File: src/rtl/hazard_ctrl_md_if.sv
// Purpose : bundle of hazard-unit signals between the pipeline datapath and hazard_ctrl_md.
// Latency : pure wiring, no state.
// Backpr. : none; the stall output is the only throttle on the pipeline.
// Ports   : master = datapath side (drives stage info, receives stall/fwd/md status);
//           slave  = hazard unit side.
interface hazard_ctrl_md_if #(
  parameter int AW    = 5,
  parameter int TW    = 2,
  parameter int CNT_W = 32
);
  // stage information from the datapath
  logic [TW-1:0]    D_tuse_rs;
  logic [TW-1:0]    D_tuse_rt;
  logic [AW-1:0]    D_a1;
  logic [AW-1:0]    D_a2;
  logic [AW-1:0]    E_a1;
  logic [AW-1:0]    E_a2;
  logic [AW-1:0]    E_a3;
  logic [AW-1:0]    M_a3;
  logic [AW-1:0]    W_a3;
  logic             E_rfwr;
  logic             M_rfwr;
  logic             W_rfwr;
  logic [TW-1:0]    E_tnew;
  logic [TW-1:0]    M_tnew;
  logic [AW-1:0]    M_a2;
  logic             D_md_use;
  logic             E_md_start;
  logic             E_md_div;
  // control back to the datapath
  logic             stall;
  logic [1:0]       stall_cause;
  logic [1:0]       fwd_d_rs;
  logic [1:0]       fwd_d_rt;
  logic [1:0]       fwd_e_a;
  logic [1:0]       fwd_e_b;
  logic [1:0]       fwd_m_wd;
  logic             md_busy;
  logic             md_done;
  logic             md_err;
  logic [CNT_W-1:0] stall_cnt;

  modport master (
    output D_tuse_rs, D_tuse_rt, D_a1, D_a2, E_a1, E_a2, E_a3, M_a3, W_a3,
           E_rfwr, M_rfwr, W_rfwr, E_tnew, M_tnew, M_a2, D_md_use, E_md_start, E_md_div,
    input  stall, stall_cause, fwd_d_rs, fwd_d_rt, fwd_e_a, fwd_e_b, fwd_m_wd,
           md_busy, md_done, md_err, stall_cnt
  );

  modport slave (
    input  D_tuse_rs, D_tuse_rt, D_a1, D_a2, E_a1, E_a2, E_a3, M_a3, W_a3,
           E_rfwr, M_rfwr, W_rfwr, E_tnew, M_tnew, M_a2, D_md_use, E_md_start, E_md_div,
    output stall, stall_cause, fwd_d_rs, fwd_d_rt, fwd_e_a, fwd_e_b, fwd_m_wd,
           md_busy, md_done, md_err, stall_cnt
  );
endinterface

File: src/rtl/hazard_ctrl_md.sv
// Purpose : 5-stage MIPS hazard unit: Tuse/Tnew stall, priority forwarding selects,
//           mult/div busy tracking (md_busy/md_done/md_err) and a saturating stall counter.
// Latency : stall and fwd selects are combinational; md_cnt, md_err, stall_cnt update at posedge.
// Backpr. : stall freezes PC and F/D and bubbles D/E; nothing upstream can hold this block off.
// Ports   : clk, reset (synchronous, active-low); hz = hazard_ctrl_md_if.slave carrying
//           stage addresses/Tuse/Tnew/rfwr in and stall/stall_cause/fwd_*/md_*/stall_cnt out.
module hazard_ctrl_md #(
  parameter int AW       = 5,
  parameter int TW       = 2,
  parameter int MULT_LAT = 5,
  parameter int DIV_LAT  = 10,
  parameter int CNT_W    = 32
) (
  input  logic                 clk,
  input  logic                 reset,
  hazard_ctrl_md_if.slave      hz
);

  localparam int MDW = $clog2(DIV_LAT + 1);

  logic [MDW-1:0]   md_cnt;
  logic             md_err_q;
  logic [CNT_W-1:0] stall_cnt_q;

  logic data_stall;
  logic md_stall;
  logic md_busy_w;

  // A producer blocks a source when it writes that register and its result
  // arrives later than the consumer needs it. $zero never blocks.
  function automatic logic src_stall(
    input logic [AW-1:0] a,
    input logic [TW-1:0] tuse,
    input logic [AW-1:0] p_a3,
    input logic          p_rfwr,
    input logic [TW-1:0] p_tnew
  );
    return (a != '0) && (a == p_a3) && p_rfwr && (p_tnew > tuse);
  endfunction

  // Youngest ready producer wins; callers pass a zero ok-flag for producers
  // that are not candidates for that consumer stage.
  function automatic logic [1:0] fwd_pick(
    input logic [AW-1:0] a,
    input logic [AW-1:0] e_a3, input logic e_ok,
    input logic [AW-1:0] m_a3, input logic m_ok,
    input logic [AW-1:0] w_a3, input logic w_ok
  );
    if (a == '0)                  return 2'd0;
    else if (e_ok && a == e_a3)   return 2'd1;
    else if (m_ok && a == m_a3)   return 2'd2;
    else if (w_ok && a == w_a3)   return 2'd3;
    else                          return 2'd0;
  endfunction

  logic e_rdy, m_rdy;
  assign e_rdy = hz.E_rfwr && (hz.E_tnew == '0);
  assign m_rdy = hz.M_rfwr && (hz.M_tnew == '0);

  always_comb begin
    data_stall = src_stall(hz.D_a1, hz.D_tuse_rs, hz.E_a3, hz.E_rfwr, hz.E_tnew)
               | src_stall(hz.D_a1, hz.D_tuse_rs, hz.M_a3, hz.M_rfwr, hz.M_tnew)
               | src_stall(hz.D_a2, hz.D_tuse_rt, hz.E_a3, hz.E_rfwr, hz.E_tnew)
               | src_stall(hz.D_a2, hz.D_tuse_rt, hz.M_a3, hz.M_rfwr, hz.M_tnew);
  end

  assign md_busy_w = (md_cnt != '0);
  // A start in E this cycle already counts as busy for the dependent in D.
  assign md_stall  = hz.D_md_use && (md_busy_w || hz.E_md_start);

  assign hz.stall       = data_stall | md_stall;
  assign hz.stall_cause = {md_stall, data_stall};
  assign hz.md_busy     = md_busy_w;
  assign hz.md_done     = (md_cnt == MDW'(1));
  assign hz.md_err      = md_err_q;
  assign hz.stall_cnt   = stall_cnt_q;

  assign hz.fwd_d_rs = fwd_pick(hz.D_a1, hz.E_a3, e_rdy, hz.M_a3, m_rdy, hz.W_a3, hz.W_rfwr);
  assign hz.fwd_d_rt = fwd_pick(hz.D_a2, hz.E_a3, e_rdy, hz.M_a3, m_rdy, hz.W_a3, hz.W_rfwr);
  assign hz.fwd_e_a  = fwd_pick(hz.E_a1, hz.E_a3, 1'b0,  hz.M_a3, m_rdy, hz.W_a3, hz.W_rfwr);
  assign hz.fwd_e_b  = fwd_pick(hz.E_a2, hz.E_a3, 1'b0,  hz.M_a3, m_rdy, hz.W_a3, hz.W_rfwr);
  assign hz.fwd_m_wd = fwd_pick(hz.M_a2, hz.E_a3, 1'b0,  hz.M_a3, 1'b0,  hz.W_a3, hz.W_rfwr);

  always_ff @(posedge clk) begin
    if (!reset) begin
      md_cnt      <= '0;
      md_err_q    <= 1'b0;
      stall_cnt_q <= '0;
    end else begin
      if (hz.E_md_start) begin
        // A start while busy restarts the unit and is flagged until reset.
        md_cnt <= hz.E_md_div ? MDW'(DIV_LAT) : MDW'(MULT_LAT);
        if (md_busy_w) md_err_q <= 1'b1;
      end else if (md_busy_w) begin
        md_cnt <= md_cnt - MDW'(1);
      end

      if (hz.stall && (stall_cnt_q != '1))
        stall_cnt_q <= stall_cnt_q + CNT_W'(1);
    end
  end

endmodule

File: src/flat_wrapper.sv
// flat-port wrapper written by rule: the top's interface ports become plain ports
module hazard_ctrl_md_flat 
#(
  parameter int AW       = 5,
  parameter int TW       = 2,
  parameter int MULT_LAT = 5,
  parameter int DIV_LAT  = 10,
  parameter int CNT_W    = 32
)
  (clk, reset, hz_D_tuse_rs, hz_D_tuse_rt, hz_D_a1, hz_D_a2, hz_E_a1, hz_E_a2, hz_E_a3, hz_M_a3, hz_W_a3, hz_E_rfwr, hz_M_rfwr, hz_W_rfwr, hz_E_tnew, hz_M_tnew, hz_M_a2, hz_D_md_use, hz_E_md_start, hz_E_md_div, hz_stall, hz_stall_cause, hz_fwd_d_rs, hz_fwd_d_rt, hz_fwd_e_a, hz_fwd_e_b, hz_fwd_m_wd, hz_md_busy, hz_md_done, hz_md_err, hz_stall_cnt);
  hazard_ctrl_md_if #(.AW(AW), .TW(TW), .CNT_W(CNT_W)) hz_i ();
  input  logic clk;
  input  logic reset;
  input wire logic [$bits(hz_i.D_tuse_rs)-1:0] hz_D_tuse_rs;
  input wire logic [$bits(hz_i.D_tuse_rt)-1:0] hz_D_tuse_rt;
  input wire logic [$bits(hz_i.D_a1)-1:0] hz_D_a1;
  input wire logic [$bits(hz_i.D_a2)-1:0] hz_D_a2;
  input wire logic [$bits(hz_i.E_a1)-1:0] hz_E_a1;
  input wire logic [$bits(hz_i.E_a2)-1:0] hz_E_a2;
  input wire logic [$bits(hz_i.E_a3)-1:0] hz_E_a3;
  input wire logic [$bits(hz_i.M_a3)-1:0] hz_M_a3;
  input wire logic [$bits(hz_i.W_a3)-1:0] hz_W_a3;
  input wire logic [$bits(hz_i.E_rfwr)-1:0] hz_E_rfwr;
  input wire logic [$bits(hz_i.M_rfwr)-1:0] hz_M_rfwr;
  input wire logic [$bits(hz_i.W_rfwr)-1:0] hz_W_rfwr;
  input wire logic [$bits(hz_i.E_tnew)-1:0] hz_E_tnew;
  input wire logic [$bits(hz_i.M_tnew)-1:0] hz_M_tnew;
  input wire logic [$bits(hz_i.M_a2)-1:0] hz_M_a2;
  input wire logic [$bits(hz_i.D_md_use)-1:0] hz_D_md_use;
  input wire logic [$bits(hz_i.E_md_start)-1:0] hz_E_md_start;
  input wire logic [$bits(hz_i.E_md_div)-1:0] hz_E_md_div;
  output wire logic [$bits(hz_i.stall)-1:0] hz_stall;
  output wire logic [$bits(hz_i.stall_cause)-1:0] hz_stall_cause;
  output wire logic [$bits(hz_i.fwd_d_rs)-1:0] hz_fwd_d_rs;
  output wire logic [$bits(hz_i.fwd_d_rt)-1:0] hz_fwd_d_rt;
  output wire logic [$bits(hz_i.fwd_e_a)-1:0] hz_fwd_e_a;
  output wire logic [$bits(hz_i.fwd_e_b)-1:0] hz_fwd_e_b;
  output wire logic [$bits(hz_i.fwd_m_wd)-1:0] hz_fwd_m_wd;
  output wire logic [$bits(hz_i.md_busy)-1:0] hz_md_busy;
  output wire logic [$bits(hz_i.md_done)-1:0] hz_md_done;
  output wire logic [$bits(hz_i.md_err)-1:0] hz_md_err;
  output wire logic [$bits(hz_i.stall_cnt)-1:0] hz_stall_cnt;
  assign hz_i.D_tuse_rs = hz_D_tuse_rs;
  assign hz_i.D_tuse_rt = hz_D_tuse_rt;
  assign hz_i.D_a1 = hz_D_a1;
  assign hz_i.D_a2 = hz_D_a2;
  assign hz_i.E_a1 = hz_E_a1;
  assign hz_i.E_a2 = hz_E_a2;
  assign hz_i.E_a3 = hz_E_a3;
  assign hz_i.M_a3 = hz_M_a3;
  assign hz_i.W_a3 = hz_W_a3;
  assign hz_i.E_rfwr = hz_E_rfwr;
  assign hz_i.M_rfwr = hz_M_rfwr;
  assign hz_i.W_rfwr = hz_W_rfwr;
  assign hz_i.E_tnew = hz_E_tnew;
  assign hz_i.M_tnew = hz_M_tnew;
  assign hz_i.M_a2 = hz_M_a2;
  assign hz_i.D_md_use = hz_D_md_use;
  assign hz_i.E_md_start = hz_E_md_start;
  assign hz_i.E_md_div = hz_E_md_div;
  assign hz_stall = hz_i.stall;
  assign hz_stall_cause = hz_i.stall_cause;
  assign hz_fwd_d_rs = hz_i.fwd_d_rs;
  assign hz_fwd_d_rt = hz_i.fwd_d_rt;
  assign hz_fwd_e_a = hz_i.fwd_e_a;
  assign hz_fwd_e_b = hz_i.fwd_e_b;
  assign hz_fwd_m_wd = hz_i.fwd_m_wd;
  assign hz_md_busy = hz_i.md_busy;
  assign hz_md_done = hz_i.md_done;
  assign hz_md_err = hz_i.md_err;
  assign hz_stall_cnt = hz_i.stall_cnt;
  hazard_ctrl_md #(.AW(AW), .TW(TW), .MULT_LAT(MULT_LAT), .DIV_LAT(DIV_LAT), .CNT_W(CNT_W)) u_core (.clk(clk), .reset(reset), .hz(hz_i));
endmodule
File: config.mk
export PLATFORM = sky130hd
export DESIGN_NAME = hazard_ctrl_md_flat
export DESIGN_NICKNAME = d
export VERILOG_FILES = /design/src/rtl/hazard_ctrl_md_if.sv /design/src/rtl/hazard_ctrl_md.sv /design/src/flat_wrapper.sv
export SDC_FILE = /design/constraint.sdc
export NUM_CORES = 1
export LEC_CHECK = 0
export CAP_MARGIN = 20
export CORE_AREA = 2 2 99 72
export DETAILED_ROUTE_END_ITERATION = 10
export DIE_AREA = 0 0 101 74
export PLACE_DENSITY = 0.81
export SKIP_CTS_REPAIR_TIMING = 1
export SLEW_MARGIN = 5
export SYNTH_ARGS = -nofsm -noshare
export SYNTH_HDL_FRONTEND = slang
export SYNTH_SLANG_ARGS = --single-unit
File: constraint.sdc
create_clock -name clk -period 2.5 [get_ports clk]
set_clock_uncertainty 0.1 [all_clocks]
set_input_delay 0.25 -clock clk [delete_from_list [all_inputs] [get_ports clk]]
set_output_delay 0.25 -clock clk [all_outputs]
set_load 0.05 [all_outputs]
### Word-level counts from Yosys, hierarchy flattened

Cells that the tools add are included.

| operators by class | value |
|---|---|
| add/sub/neg operators | 2 |
| $lt $le $gt $ge | 4 |
| eq/ne operators | 13 |
| multiplexer cells | 19 |
| bitwise logic cells | 4 |
| reductions and logical operators | 40 |

Operators with widths:

| kind | count |
|---|---|
| 5-bit == test | 11 |
| 32-bit by 1-bit adder with 32-bit output (second input constant) | 1 |
| 2-bit two-way mux | 16 |
| 32-bit inequality test (second input constant) | 1 |
| 1-bit logical AND | 27 |
| 5-bit logical NOT | 5 |
| 4-bit two-way mux | 3 |
| 5-bit nonzero test | 2 |
| 2-bit greater-than comparator | 4 |
| 4-bit by 1-bit == test with 1-bit output (second input constant) | 1 |
| 2-bit logical NOT | 2 |
| 1-bit bitwise OR | 4 |
| 4-bit nonzero test | 1 |
| 4-bit by 1-bit subtractor with 4-bit output (second input constant) | 1 |
| 2-bit AND reduction | 1 |
| 2-bit nonzero test | 1 |
| 1-bit logical OR | 1 |

| storage, ports and cells | value |
|---|---|
| register bits after elaboration | 37 |
| bits of input ports | 56 |
| output and inout port bits | 48 |

### Depth between registers and ports, before layout

| depth | value |
|---|---|
| depth after elaboration | 9 |
| gate-level depth with buffers | 12 |

### Worst setup path before layout

Ideal clock, no wire load.

| timing | value |
|---|---|
| kind | reg2reg |
| start point | register u_core.stall_cnt_q[0] (netlist: u_core.hz.stall_cnt[0]) |
| end point | register u_core.stall_cnt_q[0] (netlist: u_core.hz.stall_cnt[0]) |
| library setup time | 0.128 ns |
| arrival | 2.506 ns |
| slack | -0.234 ns |
| stages on the path, launching flop included | 12 |
| path buffers | 3 |
| clock period less this slack | 2.734 ns |
| path through | dfxtp_1 > ha_1 > and2_1 > clkbuf_1 > nand4_1 > nor4_1 > nand2b_1 > o21ai_4 > buf_6 > buf_12 > xor2_1 > nor2_1 |

| on the way | value |
|---|---|
| longest elaborated chain between the ends | 2 |
| elaborated cells on any way between the ends | 3 |

Ends and longest elaborated chain:

| element | line | RTL |
|---|---|---|
| start, declared | hazard_ctrl_md.sv:23 | `logic [CNT_W-1:0] stall_cnt_q;` |
| start signal, assigned | hazard_ctrl_md.sv:99 | `stall_cnt_q <= stall_cnt_q + CNT_W'(1);` |
| parallel branches: the longest is 2 deep, another holds 32-bit by 1-bit adder with 32-bit output | - |  |

Parallel ways; which one is timed is not known.
A chain may end at the register's enable or synchronous reset.

### Worst setup path in the final report

| timing | value |
|---|---|
| start point | input port hz_W_a3[4] |
| end point | output port hz_fwd_e_a[0] |

| on the way | value |
|---|---|
| longest elaborated chain between the ends | 5 |

Ends and longest elaborated chain:

| element | line | RTL |
|---|---|---|
| start, declared | flat_wrapper.sv:22 | `input wire logic [$bits(hz_i.W_a3)-1:0] hz_W_a3;` |
| 5-bit == test | hazard_ctrl_md.sv:52 | `else if (w_ok && a == w_a3) return 2'd3;` |
| 1-bit logical AND | hazard_ctrl_md.sv:52 |  |
| 2-bit two-way mux | hazard_ctrl_md.sv:52 |  |
| 2-bit two-way mux | hazard_ctrl_md.sv:51 | `else if (m_ok && a == m_a3) return 2'd2;` |
| 2-bit two-way mux | hazard_ctrl_md.sv:49 | `if (a == '0) return 2'd0;` |
| end, declared | flat_wrapper.sv:36 | `output wire logic [$bits(hz_i.fwd_e_a)-1:0] hz_fwd_e_a;` |

No other way between the ends.

==> metrics.cfg <==
[timing]
setup_violations=0
hold_violations=0
drv_slew=0
min_period_ns=2.46
layout_setup_ws_ns=0.0390
fmax_ghz=0.406
period_share_pct=98.4
max-slew-margin-rel_pct=63.3
worst_pin_slew_ns=0.549

[yosys]
synth.avg_cell_area_um2=7.78
synth_top_area_cell=dfxtp_1
yosys.cell_types.count=40
ys_seq_area_share_pct=25.1
async_reset_ff_share_pct=0
synth-edff-count=0
synth_top_area_share_pct=25.1
synthCells=379
ys_ff_latch=37
ys_warn_count=0
synthTopCellsByArea=dfxtp_1 25%, xnor2_1 9.2%, xor2_1 8.3%
ys.flop_type=dfxtp_1
syn_area_um2=2950
syn-num-nets=447

[grt]
grt_max_degree=38
grt_overflow=0
gr-usage-all-layers_pct=24.2
grt_antenna_before_repair=0
grt_pass1_wl_mm=14.4
grt_pass1_vias=3098

[outcome]
status=complete, no violations

[finish]
fin_nets=581
n_fill_cell=469
syn2layout_area_growth_pct=61.2
drive_above_1_share_pct=21.2
diodes=0
final_util_pct=72.4

[worst_setup_path]
crit_path_max_fanout=4
arrival_ns=2.11
worstSetupEndpointType=primary output
crit_type=in -> out
start_kind=input pin
worstPathRequired_ns=2.15

[clock_network]
numCtsBuffers=5
root_buffer=clkbuf_8
cts_tree=done
clkTransAtPathRegs_ns=0.07
numClockSinks=37
clkLatencyLatePin_ns=0.30
h-tree-depth=2
cts_buffer_depth=2

[floorplanning]
core_area_um2=6570
io_pins=104
start_util_pct=44.9
die_y_um=74
die_x_um=101
die-area_um2=7470
fp-row-count=25

[detailed_routing]
dr.pass1.iters=5
routed_wl_mm=10.2
viasPerCell=5.80
route.vias.total=3451
wl_per_cell_um=17.1
ant_nets=0
drt_iter0_drc=270
drc=0

[place]
gp_congestion=0.939
post-place-ws_ns=-0.375
io_buffers=103
hpwl_mm=7.26

[power]
peakVddDrop_mv=0.272
power_density_nw_per_um2=353
total_power_mw=1.68
p_leak_nw=1.94

[run]
drv_cap=0

[worst_hold_path]
hold_class=reg -> reg

[layer usage]
| layer | part of all wire (%) | track usage (%) |
|---|---|---|
| met1 | 43 | 32.1 |
| met2 | 47 | 39.3 |
| met3 | 7.5 | 5.08 |
| met4 | 2.8 | 8.71 |
| met5 | 0 | 0 |
[where the power goes]
part	internal, mW	switching, mW
logic	0.292	0.317
clock network	0.224	0.230
registers	0.604	0.0128
[worst max-delay path, stage by stage]
cell             delay [ns]
clkdlybuf4s50_1        0.57
buf_4                  0.24
xor2_1                 0.16
nor4_1                 0.25
nand3_1                0.18
nor3b_2                0.23
buf_4                  0.23
[flip-flops by register name, summed over array words and instances (netlist names)]
signal,cells
u_core.md_cnt,4
u_core.hz.md_err,1
u_core.hz.stall_cnt,32
[area by class of cell]
class,count,area [um^2],share of cell area [%]
Sequential cell,37,749,15.8
Clock inverter,2,13.8,0.289
Inverter,12,47.5,1.00
Timing Repair Buffer,147,1560,32.8
Tap cell,81,101,2.13
Multi-Input combinational cell,310,2200,46.3
Clock buffer,6,82.6,1.74
[cell usage after synthesis, types with 6 or more instances]
master	count
dfxtp_1	37
nand2_1	33
a21oi_1	31
xnor2_1	31
xor2_1	28
nand3_1	25
or3_1	18
nor2_1	15
nor4_1	14
o21ai_0	14
clkbuf_1	12
ha_1	12
and3_1	10
inv_1	10
or4_1	10
nand4_1	7
nor3_1	7
nand2b_1	6
o21ai_2	6
[logic make-up after synthesis]
family,count (synthesis),share of synthesized area [%]
AND/OR/NAND/NOR,165,30.8
AO/OA/AOI/OAI,70,14.7
XOR/XNOR,59,17.5
flip-flops,37,25.1
buffers and inverters,32,5.47
adder cells (fa/ha/maj),12,5.09
multiplexers,4,1.36
[metrics by stage]
stage | setup TNS [ns] | instance area, um^2 | hold slack, ns | cells
after floorplan | -0.0233 | 2970 | 0.289 | 379
after global placement | -6.96 | 4340 | 0.359 | 580
after detailed placement | -8.90 | 4340 | 0.374 | 580
after CTS | -0.588 | 4440 | 0.391 | 588
after global routing | -1.62 | 4750 | 0.414 | 595
final | 0 | 4750 | 0.394 | 595
[cell usage in the layout, fill, tap and decap left out, types with 4 or more instances in the layout]
master / n
a21oi_1: 28
a21oi_2: 4
and2_1: 4
and3_1: 10
and4_1: 5
buf_12: 10
buf_4: 42
clkbuf_8: 6
clkdlybuf4s50_1: 64
dfxtp_1: 30
dfxtp_2: 7
dlymetal6s2s_1: 25
ha_1: 8
ha_4: 4
inv_1: 6
inv_2: 4
mux2i_1: 4
nand2_1: 32
nand2b_1: 6
nand3_1: 25
nand4_1: 7
nor2_1: 15
nor2b_1: 4
nor3_1: 7
nor4_1: 10
o211ai_1: 5
o21a_1: 4
o21ai_0: 14
o21ai_2: 6
or3_1: 17
or4_1: 7
xnor2_1: 31
xor2_1: 28
[final timing paths]
path / start / end / slack, ns / cells past startpoint
min: u_core.hz.md_err / u_core.hz.md_err / 0.39 / 2
min reg2reg: u_core.hz.md_err / u_core.hz.md_err / 0.39 / 2
max reg2reg: u_core.hz.stall_cnt[0] / u_core.hz.stall_cnt[19] / 0.19 / 10
max: hz_W_a3[4] / hz_fwd_e_a[0] / 0.04 / 7
No activity file was read; power rests on OpenSTA's default activity.
==> variant: new RTL, same settings <==
Make the reset (`reset`) asynchronous in one clocked block.
--- a/src/rtl/hazard_ctrl_md.sv
+++ b/src/rtl/hazard_ctrl_md.sv
@@ -81,7 +81,7 @@
   assign hz.fwd_e_b  = fwd_pick(hz.E_a2, hz.E_a3, 1'b0,  hz.M_a3, m_rdy, hz.W_a3, hz.W_rfwr);
   assign hz.fwd_m_wd = fwd_pick(hz.M_a2, hz.E_a3, 1'b0,  hz.M_a3, 1'b0,  hz.W_a3, hz.W_rfwr);
 
-  always_ff @(posedge clk) begin
+  always_ff @(posedge clk or negedge reset) begin
     if (!reset) begin
       md_cnt      <= '0;
       md_err_q    <= 1'b0;
Check against the original RTL: differs if reset is asserted again (counterexample within 4 cycles, from zero or initial values and one cycle with reset low); with reset held inactive, the same outputs for 10 cycles.
==> variant against the original RTL <==
  * Worst setup slack improved by 0.027 ns
  * Critical path depth did not move
  * Wire length fell by 8.6%
  * Cell area fell by 3.7%
  * Synthesized cell count fell by 18%
  * First-iteration DRC count fell by 38%
  * Synthesized area fell by 3.3%
  * Non-clock buffer count fell by 9
  * Sequential cell count did not move
  * Power rose by 25%
==> variant: results (changes against the original RTL) <==
| Metric | Value |
|---|---|
| Run status | complete, no violations |
| Layout net count | 512 (-12%) |
| Iteration count of the initial detailed-routing pass | 4 (-1) |
| Area contributors post-synth | sky130_fd_sc_hd__dfrtp_1, sky130_fd_sc_hd__xnor2_1, sky130_fd_sc_hd__xor2_1, sky130_fd_sc_hd__ha_1, sky130_fd_sc_hd__nand3_1 |
| Rel. slew slack | 0.640 (+0.00676) |
| Seq/Total Area, Yosys | 0.325 (+0.0734) |
| Leakage power | 0.00208 µW (+6.8%) |
| Final HPWL DP | 6.80 mm (-6.4%) |
| Global-route wire length before repair | 13.7 mm (-4.4%) |
| Final Wtd Congestion | 0.924 (-1.6%) |
| Vias in the first global route | 2724 (-12%) |
| Flip-flop count of the largest register, all copies and words added | 32 (unchanged) |
| Post-synthesis net count | 380 (-15%) |
| Clock insertion delay at the later pin of the skew report | 0.29 ns |
| Fraction of final layout cells with drive strength greater than 1 | 0.196 (-0.0166) |
| Number of different library cells in the post-synthesis netlist | 37 (-7.5%) |
| Clk slew on worst S/H paths | 0.07 ns (about the same) |
| Worst min-delay path category | in -> async |
| Root Buffer | sky130_fd_sc_hd__clkbuf_8 |
| Commonest cells in the synthesized netlist | sky130_fd_sc_hd__xnor2_1, sky130_fd_sc_hd__dfrtp_1, sky130_fd_sc_hd__xor2_1 |
| Final-layout fill cell count | 488 (+4.1%) |
| Global router's overall resource usage | 0.234 (-0.00795) |
| Number of warnings reported in the yosys synthesis log | 0 (unchanged) |
| Most frequently used flop master after synthesis | sky130_fd_sc_hd__dfrtp_1 |
| CTS H-tree lvls | 2 (unchanged) |
| Diode count | 0 (unchanged) |
| IR drop worst, VDD | 0.000884 V (+230%) |
| Post-synthesis async set-or-reset flop share | 1.00 (+1.00) |
| IO buf count | 103 (unchanged) |
| Pin count of the biggest net entering global routing | 38 (unchanged) |
| Placed cell area | 0.00424 mm² (-2.3%) |
| Per-cell routed wire length | 17.7 µm (+3.4%) |
| Maximum buffer depth of the clock tree | 2 (unchanged) |
| Iteration-0 DRC Markers | 168 (-38%) |
| Initial antenna violation count | 0 (unchanged) |
| Post-DR vias/cell | 5.50 (-5.2%) |
| Data arrival time of the critical path | 2.08 ns (-0.03 ns) |
## variant: path summary, 6_finish.rpt
path	startpoint	to	slack [ns]	depth (start not counted)
max reg2reg	u_core.hz.stall_cnt[7]$_DFFE_PN0P_	u_core.hz.stall_cnt[18]$_DFFE_PN0P_	0.14	8
min reg2reg	u_core.hz.md_err$_DFFE_PN0P_	u_core.hz.md_err$_DFFE_PN0P_	0.36	1
max in group asynchronous	reset	u_core.hz.stall_cnt[0]$_DFFE_PN0P_	1.66	2
min	reset	u_core.md_cnt[1]$_DFFE_PN0N_	0.28	2
max	hz_W_a3[1]	hz_fwd_e_a[0]	0.07	7
min in group clk	u_core.hz.md_err$_DFFE_PN0P_	u_core.hz.md_err$_DFFE_PN0P_	0.36	1
## variant: power breakdown
group / total [µW] / internal, µW / switching (µW)
Combinational: 922 / 403 / 519
Sequential: 767 / 669 / 98.0
Clock: 415 / 192 / 223
## variant: final cells by class
cell class / instances / area [µm²] / area share
clock inverter: 3 / 17.5 / 0.00382
multi-input combinational: 253 / 1960 / 0.428
sequential: 37 / 928 / 0.203
timing repair buffer: 138 / 1470 / 0.321
clock buffer: 5 / 68.8 / 0.0150
inverter: 9 / 33.8 / 0.00738
tap: 81 / 101 / 0.0221
## variant: routing by layer
| layer | track usage | routed length, µm |
|---|---|---|
| met5 | 0 | 0 |
| met3 | 0.0461 | 586 |
| met1 | 0.339 | 4290 |
| met4 | 0.0616 | 153 |
| met2 | 0.361 | 4260 |
## variant: cells by family after synthesis
kind of cell / after synthesis / synth area share
buffers and inverters: 22 / 0.0382
multiplexers: 2 / 0.00789
AO/OA/AOI/OAI: 24 / 0.0553
flip-flops: 37 / 0.325
XOR/XNOR: 84 / 0.258
AND/OR/NAND/NOR: 131 / 0.264
adder cells (fa/ha/maj): 12 / 0.0526
## variant: worst max-delay path, cell delays in order
cell and delay, ns:
sky130_fd_sc_hd__clkdlybuf4s50_1 0.51, sky130_fd_sc_hd__buf_4 0.21, sky130_fd_sc_hd__xor2_1 0.15, sky130_fd_sc_hd__nor4_1 0.30, sky130_fd_sc_hd__nand3_1 0.20, sky130_fd_sc_hd__nor3b_2 0.23, sky130_fd_sc_hd__buf_4 0.22
## variant: through the flow
stage	total power (µW)	std cells	hold slack (ns)	TNS (ns)	worst slack [ns]
global route	2200	526	0.323	0	0.00394
CTS	2050	523	0.295	-0.174	-0.174
detailed placement	1630	515	0.348	-4.24	-0.270
floorplan	1260	312	-0.146	0	0.00769
finish	2100	526	0.282	0	0.0658
global placement	1610	515	0.343	-3.62	-0.227
